`src/rtl/uart_tx_feeder_pkg.sv`:
```
// Shared constants and FSM encoding for the UART transmit feeder.
// Latency: n/a (declarations only).
// Backpressure: n/a.
package uart_pkg;

  localparam int DATA_LEN_DEF = 8;
  localparam int STAT_W       = 16;

  // 2-bit state encoding kept as plain constants so older tools can consume it.
  typedef logic [1:0] state_t;
  localparam state_t IDLE = 2'd0;
  localparam state_t SEND = 2'd1;
  localparam state_t WAIT = 2'd2;

endpackage

```
`src/rtl/uart_tx_feeder_if.sv`:
```
// Host-push and transmitter-handshake bundle of the UART transmit feeder.
// Latency: n/a (wires only). Optional stats signals under UART_TX_FEEDER_STATS_EN.
// Backpressure: host watches full/overflow; transmitter paces via baudratetx/tx_done.
interface uart_tx_feeder_if
  import uart_pkg::*;
#(
  parameter int Data_length = DATA_LEN_DEF,
  parameter int ADDR_W      = 4
);
  logic                   wr_en;
  logic [Data_length-1:0] wr_data;
  logic                   full;
  logic                   empty;
  logic [ADDR_W:0]        count;
  logic                   overflow;
  logic                   baudratetx;
  logic                   tx_done;
  logic [Data_length-1:0] parallel_datain;
  logic                   send;
  logic                   busy;
`ifdef UART_TX_FEEDER_STATS_EN
  logic [STAT_W-1:0]      frames_sent;
  logic [STAT_W-1:0]      drops;
`endif

  // Feeder side.
  modport slave (
    input  wr_en, wr_data, baudratetx, tx_done,
    output full, empty, count, overflow, parallel_datain, send, busy
`ifdef UART_TX_FEEDER_STATS_EN
    , output frames_sent, drops
`endif
  );

  // Host / transmitter side.
  modport master (
    output wr_en, wr_data, baudratetx, tx_done,
    input  full, empty, count, overflow, parallel_datain, send, busy
`ifdef UART_TX_FEEDER_STATS_EN
    , input frames_sent, drops
`endif
  );

endinterface

```
`src/rtl/uart_tx_feeder_fifo.sv`:
```
// Circular-buffer FIFO with separately tracked occupancy; caller guards push/pop.
// Latency: written word is readable on rdata the cycle after the push (no write-through).
// Backpressure: full/empty are registered-derived; push at full or pop at empty is not checked here.
module uart_sync_fifo #(
  parameter int Data_length = 8,
  parameter int DEPTH       = 16,
  parameter int ADDR_W      = 4
) (
  input  logic                   clk,
  input  logic                   rst,
  input  logic                   push,
  input  logic                   pop,
  input  logic [Data_length-1:0] wdata,
  output logic [Data_length-1:0] rdata,
  output logic [ADDR_W:0]        count,
  output logic                   full,
  output logic                   empty
);

  logic [Data_length-1:0] mem_q [DEPTH];
  logic [ADDR_W-1:0]      wptr_q, wptr_d;
  logic [ADDR_W-1:0]      rptr_q, rptr_d;
  logic [ADDR_W:0]        count_q, count_d;

  // Next pointer/occupancy values; pointers wrap naturally since DEPTH is a power of two.
  always_comb begin
    wptr_d  = wptr_q;
    rptr_d  = rptr_q;
    count_d = count_q;
    if (push) wptr_d = wptr_q + ADDR_W'(1);
    if (pop)  rptr_d = rptr_q + ADDR_W'(1);
    case ({push, pop})
      2'b10:   count_d = count_q + (ADDR_W+1)'(1);
      2'b01:   count_d = count_q - (ADDR_W+1)'(1);
      default: count_d = count_q;
    endcase
  end

  // Storage array; contents need no reset because count gates every read.
  always_ff @(posedge clk) begin
    if (push) mem_q[wptr_q] <= wdata;
  end

  // Pointer and occupancy registers.
  always_ff @(posedge clk or posedge rst) begin
    if (rst) begin
      wptr_q  <= '0;
      rptr_q  <= '0;
      count_q <= '0;
    end else begin
      wptr_q  <= wptr_d;
      rptr_q  <= rptr_d;
      count_q <= count_d;
    end
  end

  assign rdata = mem_q[rptr_q];
  assign count = count_q;
  assign full  = (count_q == (ADDR_W+1)'(DEPTH));
  assign empty = (count_q == '0);

endmodule

```
`src/rtl/uart_tx_feeder.sv`:
```
// Buffers host bytes and launches one UART frame per byte on baud edges. Stats macro: UART_TX_FEEDER_STATS_EN.
// Latency: send rises the cycle after a detected baud rise; push-to-send is 1 cycle plus the wait for that rise.
// Backpressure: host push dropped with a 1-cycle overflow pulse when full and not popping; frames wait for tx_done.
module uart_tx_feeder
  import uart_pkg::*;
#(
  parameter int Data_length = DATA_LEN_DEF,
  parameter int DEPTH       = 16,
  parameter int ADDR_W      = 4
) (
  input logic              tx_clk,
  input logic              rst,
  uart_tx_feeder_if.slave  bus
);

  logic                   baud_q, done_q;
  logic                   base_rise, done_rise;
  state_t                 state_q, state_d;
  logic                   send_q, send_d;
  logic [Data_length-1:0] pdata_q, pdata_d;
  logic                   fifo_push, fifo_pop;
  logic [Data_length-1:0] fifo_rdata;
  logic [ADDR_W:0]        fifo_count;
  logic                   fifo_full, fifo_empty;

  assign base_rise = bus.baudratetx & ~baud_q;
  assign done_rise = bus.tx_done & ~done_q;

  // A pop happens only as part of a launch; a push at full is still taken when that pop frees a slot.
  assign fifo_pop  = (state_q == IDLE) & base_rise & ~fifo_empty;
  assign fifo_push = bus.wr_en & (~fifo_full | fifo_pop);

  uart_sync_fifo #(
    .Data_length (Data_length),
    .DEPTH       (DEPTH),
    .ADDR_W      (ADDR_W)
  ) u_fifo (
    .clk   (tx_clk),
    .rst   (rst),
    .push  (fifo_push),
    .pop   (fifo_pop),
    .wdata (bus.wr_data),
    .rdata (fifo_rdata),
    .count (fifo_count),
    .full  (fifo_full),
    .empty (fifo_empty)
  );

  // Launch/wait sequencing: the send pulse spans exactly one baud period, then wait for end of frame.
  always_comb begin
    state_d = state_q;
    send_d  = send_q;
    pdata_d = pdata_q;
    case (state_q)
      IDLE: begin
        if (fifo_pop) begin
          pdata_d = fifo_rdata;
          send_d  = 1'b1;
          state_d = SEND;
        end else begin
          send_d  = 1'b0;
        end
      end
      SEND: begin
        if (base_rise) begin
          send_d  = 1'b0;
          state_d = WAIT;
        end
      end
      WAIT: begin
        if (done_rise) state_d = IDLE;
      end
      default: begin
        send_d  = 1'b0;
        state_d = IDLE;
      end
    endcase
  end

  // Edge-detect history and FSM/output registers.
  always_ff @(posedge tx_clk or posedge rst) begin
    if (rst) begin
      baud_q  <= 1'b0;
      done_q  <= 1'b0;
      state_q <= IDLE;
      send_q  <= 1'b0;
      pdata_q <= '0;
    end else begin
      baud_q  <= bus.baudratetx;
      done_q  <= bus.tx_done;
      state_q <= state_d;
      send_q  <= send_d;
      pdata_q <= pdata_d;
    end
  end

  assign bus.full            = fifo_full;
  assign bus.empty           = fifo_empty;
  assign bus.count           = fifo_count;
  assign bus.overflow        = bus.wr_en & fifo_full & ~fifo_pop;
  assign bus.parallel_datain = pdata_q;
  assign bus.send            = send_q;
  assign bus.busy            = (state_q != IDLE);

`ifdef UART_TX_FEEDER_STATS_EN
  logic [STAT_W-1:0] frames_q, drops_q;
  logic              frame_evt;

  assign frame_evt = (state_q == SEND) & base_rise;

  // Saturating frame and drop counters.
  always_ff @(posedge tx_clk or posedge rst) begin
    if (rst) begin
      frames_q <= '0;
      drops_q  <= '0;
    end else begin
      if (frame_evt && frames_q != '1)    frames_q <= frames_q + STAT_W'(1);
      if (bus.overflow && drops_q != '1)  drops_q  <= drops_q + STAT_W'(1);
    end
  end

  assign bus.frames_sent = frames_q;
  assign bus.drops       = drops_q;
`endif

endmodule

```
`src/flat_wrapper.sv`:
```
// flat-port wrapper written by rule: the top's interface ports become plain ports
module uart_tx_feeder_flat import uart_pkg::*;
#(
  parameter int Data_length = DATA_LEN_DEF,
  parameter int DEPTH       = 16,
  parameter int ADDR_W      = 4
)
  (tx_clk, rst, bus_wr_en, bus_wr_data, bus_baudratetx, bus_tx_done, bus_full, bus_empty, bus_count, bus_overflow, bus_parallel_datain, bus_send, bus_busy);
  uart_tx_feeder_if #(.Data_length(Data_length), .ADDR_W(ADDR_W)) bus_i ();
  input logic tx_clk;
  input logic rst;
  input wire logic [$bits(bus_i.wr_en)-1:0] bus_wr_en;
  input wire logic [$bits(bus_i.wr_data)-1:0] bus_wr_data;
  input wire logic [$bits(bus_i.baudratetx)-1:0] bus_baudratetx;
  input wire logic [$bits(bus_i.tx_done)-1:0] bus_tx_done;
  output wire logic [$bits(bus_i.full)-1:0] bus_full;
  output wire logic [$bits(bus_i.empty)-1:0] bus_empty;
  output wire logic [$bits(bus_i.count)-1:0] bus_count;
  output wire logic [$bits(bus_i.overflow)-1:0] bus_overflow;
  output wire logic [$bits(bus_i.parallel_datain)-1:0] bus_parallel_datain;
  output wire logic [$bits(bus_i.send)-1:0] bus_send;
  output wire logic [$bits(bus_i.busy)-1:0] bus_busy;
  assign bus_i.wr_en = bus_wr_en;
  assign bus_i.wr_data = bus_wr_data;
  assign bus_i.baudratetx = bus_baudratetx;
  assign bus_i.tx_done = bus_tx_done;
  assign bus_full = bus_i.full;
  assign bus_empty = bus_i.empty;
  assign bus_count = bus_i.count;
  assign bus_overflow = bus_i.overflow;
  assign bus_parallel_datain = bus_i.parallel_datain;
  assign bus_send = bus_i.send;
  assign bus_busy = bus_i.busy;
  uart_tx_feeder #(.Data_length(Data_length), .DEPTH(DEPTH), .ADDR_W(ADDR_W)) u_core (.tx_clk(tx_clk), .rst(rst), .bus(bus_i));
endmodule
```
`config.mk`:
```
export PLATFORM = sky130hd
export DESIGN_NAME = uart_tx_feeder_flat
export DESIGN_NICKNAME = d
export VERILOG_FILES = /design/src/rtl/uart_tx_feeder_pkg.sv /design/src/rtl/uart_tx_feeder_if.sv /design/src/rtl/uart_tx_feeder_fifo.sv /design/src/rtl/uart_tx_feeder.sv /design/src/flat_wrapper.sv
export SDC_FILE = /design/constraint.sdc
export NUM_CORES = 1
export LEC_CHECK = 0
export ABC_AREA = 1
export BUFFER_PORTS_ARGS = -buffer_cell sky130_fd_sc_hd__buf_2
export CAP_MARGIN = 20
export CELL_PAD_IN_SITES_DETAIL_PLACEMENT = 1
export CELL_PAD_IN_SITES_GLOBAL_PLACEMENT = 2
export CORE_ASPECT_RATIO = 0.7
export CORE_MARGIN = 2
export CORE_UTILIZATION = 30
export CTS_CLUSTER_DIAMETER = 120
export DETAILED_ROUTE_END_ITERATION = 8
export HOLD_SLACK_MARGIN = 0.12
export PLACE_DENSITY_LB_ADDON = 0.25
export REMOVE_ABC_BUFFERS = 1
export SKIP_CTS_REPAIR_TIMING = 1
export SLEW_MARGIN = 20
export SYNTH_ARGS = -nofsm -noshare
export SYNTH_HDL_FRONTEND = slang
export SYNTH_SLANG_ARGS = --single-unit
export TNS_END_PERCENT = 50
```
`constraint.sdc`:
```
create_clock -name tx_clk -period 1.8 [get_ports tx_clk]
set_clock_uncertainty 0.15 [all_clocks]
set_input_delay 0.18 -clock tx_clk [delete_from_list [all_inputs] [get_ports tx_clk]]
set_output_delay 0.18 -clock tx_clk [all_outputs]
set_load 0.1 [all_outputs]
```
==> qor_table.md <==
| Group | Quantity | This run |
| --- | --- | --- |
| yosys | Synth Area in XOR/XNOR | 1.097% |
| detailed routing | Post-detailed-routing wire length | 18100 um |
| detailed routing | WL met1 | 8965 um |
| detailed routing | TritonRoute pass-1 iters | 4 |
| cells and area | Antenna fix cells | 0 |
| die | Overall die area | 22490 sq um |
| clocking | Clock tree root driver cell | sky130_fd_sc_hd__clkbuf_16 |
| yosys | Total of flip-flops plus latches after synthesis | 154 |
| die | Placeable core region | 20810 sq um |
| clocking | Maximum buffer depth of the clock tree | 2 |
| timing | Final Max Slew Viols | 0 |
| yosys | Syn Std Cell Area | 6386 sq um |
| flow run | Max-cap violations | 0 |
| grt | Remaining global-route overflow | 0 |
| detailed routing | Total number of vias | 4468 |
| detailed routing | Detailed-routed wire length on met2 | 8175 um |
| die | Die width | 178.4 um |
| timing | Remaining max-slew budget at the tightest pin | 60.59% |
| cells and area | Filler-free cell count of the finished design | 911 |
| outcome | Violations in the final reports | setup timing |
| die | Effective utilization at floorplan | 30.69% |
| clocking | CTS tree | done |
| cells and area | Non-Filler Cell Area, Final | 8527 sq um |
| grt | Global-route wire length before repair | 27330 um |
| power | Maximum VDD drop | 872.8 uV |
| placement | Routability Congestion | 0.8410 |
| timing | Setup-violating endpoint count in the final report | 73 |
| yosys | Gate Count Post-Synth | 510 |
| clocking | Sink count of the clock tree | 154 |
| die | Number of I/O pins | 31 |
| power | Power density of the placed cells | 1753 nW/um^2 |
| placement | Post-detailed-placement cell area | 7335 sq um |
| yosys | Syn Area/Cell | 12.52 sq um |
| grt | Pin count of the biggest net entering global routing | 30 |
| critical path | Critical-path maximum fanout | 2 |
| yosys | Synthesized-area fraction occupied by ao, oa, aoi and oai cells | 11.68% |
| power | Static Leak | 3.068 nW |
| critical path | Crit path arrival time | 1.73 ns |
| detailed routing | Top layer used by detailed routing | met4 |
| yosys | Share of the yosys chip area belonging to registers | 70.38% |
| timing | RSZ-0062 raised after global routing | true |
| placement | Worst setup timing slack at the placement stage | -0.4588 ns |
| power | Total power of the final layout | 14.95 mW |
| cells and area | Final layout net count | 642 |
| critical path | R2R setup slack | -0.17 ns |
| yosys | Mux share of post-synthesis cell area | 0% |
| grt | GRT Util Overall | 16.57% |
| timing | Min cycle time layout | 2.057 ns |
| placement | HPWL after detailed placement | 11970 um |
| grt | Number of antenna violations at the first check in global routing | 0 |
| timing | Final WS setup | -0.2570 ns |
| clocking | TritonCTS Buffers | 17 |
| detailed routing | Met3 layer wire length in the routed design | 775 um |
| die | Die height | 126.1 um |
| critical path | CP required | 1.47 ns |
| yosys | Count of different cell masters after synthesis | 28 |
| detailed routing | Via-to-Cell Ratio | 4.905 |
| cells and area | Fraction of final layout cells with drive strength greater than 1 | 30.87% |
| yosys | Adder-cell share of the synthesized area | 1.371% |
| timing | Part of the cycle the worst path needs | 114.3% |
| clocking | Clock slew seen by the registers of the worst setup and hold paths | 0.07 ns |
| timing | Maximum clock frequency | 486.1 MHz |
| critical path | Startpoint Class | flip-flop |
| yosys | Number of warnings printed during yosys synthesis | 0 |
| outcome | Outcome | finished with violations |
| timing | Total negative slack | -6.475 ns |
| timing | Measured slew at the worst slew-check pin | 0.5905 ns |
| detailed routing | Routed length per placed instance | 19.87 um |
| min path | Class of the most critical hold timing path | in2reg |
| clocking | Insertion delay to the later sink of the worst-skew pair | 0.43 ns |
| yosys | Post-synthesis simple-gate area fraction | 11.72% |
| placement | Number of buffers inserted by port buffering | 30 |
| detailed routing | Antenna Nets Post-Route | 0 |
| critical path | Critical path start-end classification | reg2out |
| clocking | Number of H-tree levels | 4 |
| yosys | Main combinational cell family by area after synthesis | simple AND/OR/NAND/NOR gates |
| critical path | Crit path capture type | output port |
| placement | Post-Place Cells | 852 |
| detailed routing | Remaining design rule violation count | 0 |
| timing | Number of hold-slack violations in the final timing report | 0 |
| cells and area | Filler cell count in the final layout | 2199 |
| cells and area | P&R area growth vs syn | 33.52% |
| detailed routing | Iteration-0 DRC count of the detailed router | 294 |
| die | Total number of placement rows | 44 |
| grt | Via count of the first global-routing pass | 4582 |
## metrics by stage
stage          utilization [%]  hold WS [ns]
2_1_floorplan                -       0.06143
3_3_place_gp             35.25        0.1412
3_5_place_dp             35.25        0.1501
4_1_cts                  37.95       -0.3183
5_1_grt                  40.98       0.04773
6_report                 40.98       0.03600
## critical path, cell delays in order (launching register included)
cell	delay [ns]
sky130_fd_sc_hd__dfrtp_1	0.41
sky130_fd_sc_hd__nor2_4	0.17
sky130_fd_sc_hd__nand2_2	0.08
sky130_fd_sc_hd__nor2_4	0.14
sky130_fd_sc_hd__nand2_4	0.07
sky130_fd_sc_hd__buf_4	0.14
sky130_fd_sc_hd__nor2_4	0.10
sky130_fd_sc_hd__buf_12	0.18
## layout by cell type, fill, tap and decap left out, types with 5 or more instances in the layout
cell type / netlist / routed
sky130_fd_sc_hd__o211ai_1: 13 / 13
sky130_fd_sc_hd__nor2_4: 0 / 18
sky130_fd_sc_hd__nor2_1: 96 / 78
sky130_fd_sc_hd__nand2_2: 3 / 5
sky130_fd_sc_hd__inv_1: 18 / 16
sky130_fd_sc_hd__nand2_1: 32 / 26
sky130_fd_sc_hd__o221ai_1: 20 / 19
sky130_fd_sc_hd__buf_6: 0 / 16
sky130_fd_sc_hd__nand3_1: 14 / 13
sky130_fd_sc_hd__edfxtp_1: 128 / 128
sky130_fd_sc_hd__a31oi_1: 8 / 8
sky130_fd_sc_hd__ha_1: 7 / 5
sky130_fd_sc_hd__clkbuf_16: 0 / 17
sky130_fd_sc_hd__o22ai_1: 8 / 7
sky130_fd_sc_hd__dlygate4sd3_1: 0 / 12
sky130_fd_sc_hd__buf_4: 1 / 52
sky130_fd_sc_hd__inv_2: 8 / 8
sky130_fd_sc_hd__buf_2: 19 / 24
sky130_fd_sc_hd__clkinvlp_4: 0 / 6
sky130_fd_sc_hd__nand2_8: 0 / 5
sky130_fd_sc_hd__o21ai_0: 64 / 61
sky130_fd_sc_hd__nand2_4: 6 / 5
sky130_fd_sc_hd__o21ai_1: 9 / 12
sky130_fd_sc_hd__dfrtp_1: 26 / 25
sky130_fd_sc_hd__xor2_1: 8 / 8
sky130_fd_sc_hd__buf_12: 0 / 12
## sequential cells by signal, indices dropped and copies added (netlist names)
register	cells
u_core.u_fifo.count	5
u_core.state_q	2
u_core.bus.send	1
u_core.done_q	1
u_core.u_fifo.mem_q	128
u_core.baud_q	1
u_core.u_fifo.wptr_q	4
u_core.bus.parallel_datain	8
u_core.u_fifo.rptr_q	4
## final cells by class
| cell class | instances | area, sq um | area share (%) |
|---|---|---|---|
| Sequential cell | 154 | 4496 | 52.72 |
| Multi-Input combinational cell | 300 | 1908 | 22.38 |
| Timing Repair Buffer | 120 | 1089 | 12.77 |
| Clock buffer | 19 | 442.9 | 5.194 |
| Tap cell | 276 | 345.3 | 4.050 |
| Inverter | 29 | 126.4 | 1.482 |
| Clock inverter | 13 | 120.1 | 1.409 |
## routing by layer
layer | global-route usage [%] | up-vias
met5 | 0 | -
met4 | 5.835 | 0
met3 | 3.744 | 15
met2 | 24.21 | 94
met1 | 24.13 | 2269
li1 | - | 2090
## cells in the mapped netlist
library cell / instances / area share, %
sky130_fd_sc_hd__nand3_4: 2 / 0.55
sky130_fd_sc_hd__o21ai_1: 9 / 0.71
sky130_fd_sc_hd__buf_4: 1 / 0.12
sky130_fd_sc_hd__clkbuf_1: 7 / 0.41
sky130_fd_sc_hd__o31ai_1: 1 / 0.12
sky130_fd_sc_hd__o21ai_0: 64 / 5.0
sky130_fd_sc_hd__o221ai_1: 20 / 2.7
sky130_fd_sc_hd__nand2_4: 6 / 1.1
sky130_fd_sc_hd__xor2_1: 8 / 1.1
sky130_fd_sc_hd__o211ai_1: 13 / 1.5
sky130_fd_sc_hd__nand4_1: 4 / 0.39
sky130_fd_sc_hd__nand3_1: 14 / 1.1
sky130_fd_sc_hd__nand4_2: 1 / 0.20
sky130_fd_sc_hd__nor2_1: 96 / 5.6
sky130_fd_sc_hd__nor2_8: 1 / 0.31
sky130_fd_sc_hd__clkinv_1: 2 / 0.12
sky130_fd_sc_hd__inv_1: 18 / 1.1
sky130_fd_sc_hd__edfxtp_1: 128 / 60
sky130_fd_sc_hd__inv_2: 8 / 0.47
sky130_fd_sc_hd__nand2_2: 3 / 0.29
sky130_fd_sc_hd__nor2_2: 3 / 0.29
sky130_fd_sc_hd__dfrtp_1: 26 / 10
sky130_fd_sc_hd__ha_1: 7 / 1.4
sky130_fd_sc_hd__buf_2: 19 / 1.5
sky130_fd_sc_hd__a31oi_1: 8 / 0.78
sky130_fd_sc_hd__inv_4: 1 / 0.098
sky130_fd_sc_hd__o22ai_1: 8 / 0.78
sky130_fd_sc_hd__nand2_1: 32 / 1.9
## worst paths after layout
path                                               startpoint                                   to  cells past startpoint
max                        u_core.u_fifo.count[3]$_DFFE_PP0P_                         bus_overflow                      7
min                                                 bus_wr_en  u_core.u_fifo.wptr_q[0]$_DFFE_PP0P_                      4
max reg2reg                u_core.u_fifo.count[3]$_DFFE_PP0P_   u_core.u_fifo.count[4]$_DFFE_PP0P_                     16
min reg2reg                       u_core.bus.send$_DFFE_PP0P_          u_core.bus.send$_DFFE_PP0P_                      2
max in group asynchronous                                 rst  u_core.u_fifo.wptr_q[2]$_DFFE_PP0P_                      4
min in group asynchronous                                 rst          u_core.bus.send$_DFFE_PP0P_                      3
## power breakdown
part	total (mW)	switching (mW)	internal, mW
Sequential	4.72	0.293	4.43
Clock	3.46	1.51	1.95
Combinational	6.77	4.57	2.20
## cell families (layout without fill, tap and decap cells)
logic type | count (synthesis) | count (layout)
flip-flops | 154 | 154
AO/OA/AOI/OAI | 123 | 123
XOR/XNOR | 8 | 8
AND/OR/NAND/NOR | 162 | 162
adder cells (fa/ha/maj) | 7 | 7
buffers and inverters | 56 | 181
No activity file was read; power rests on OpenSTA's default activity.
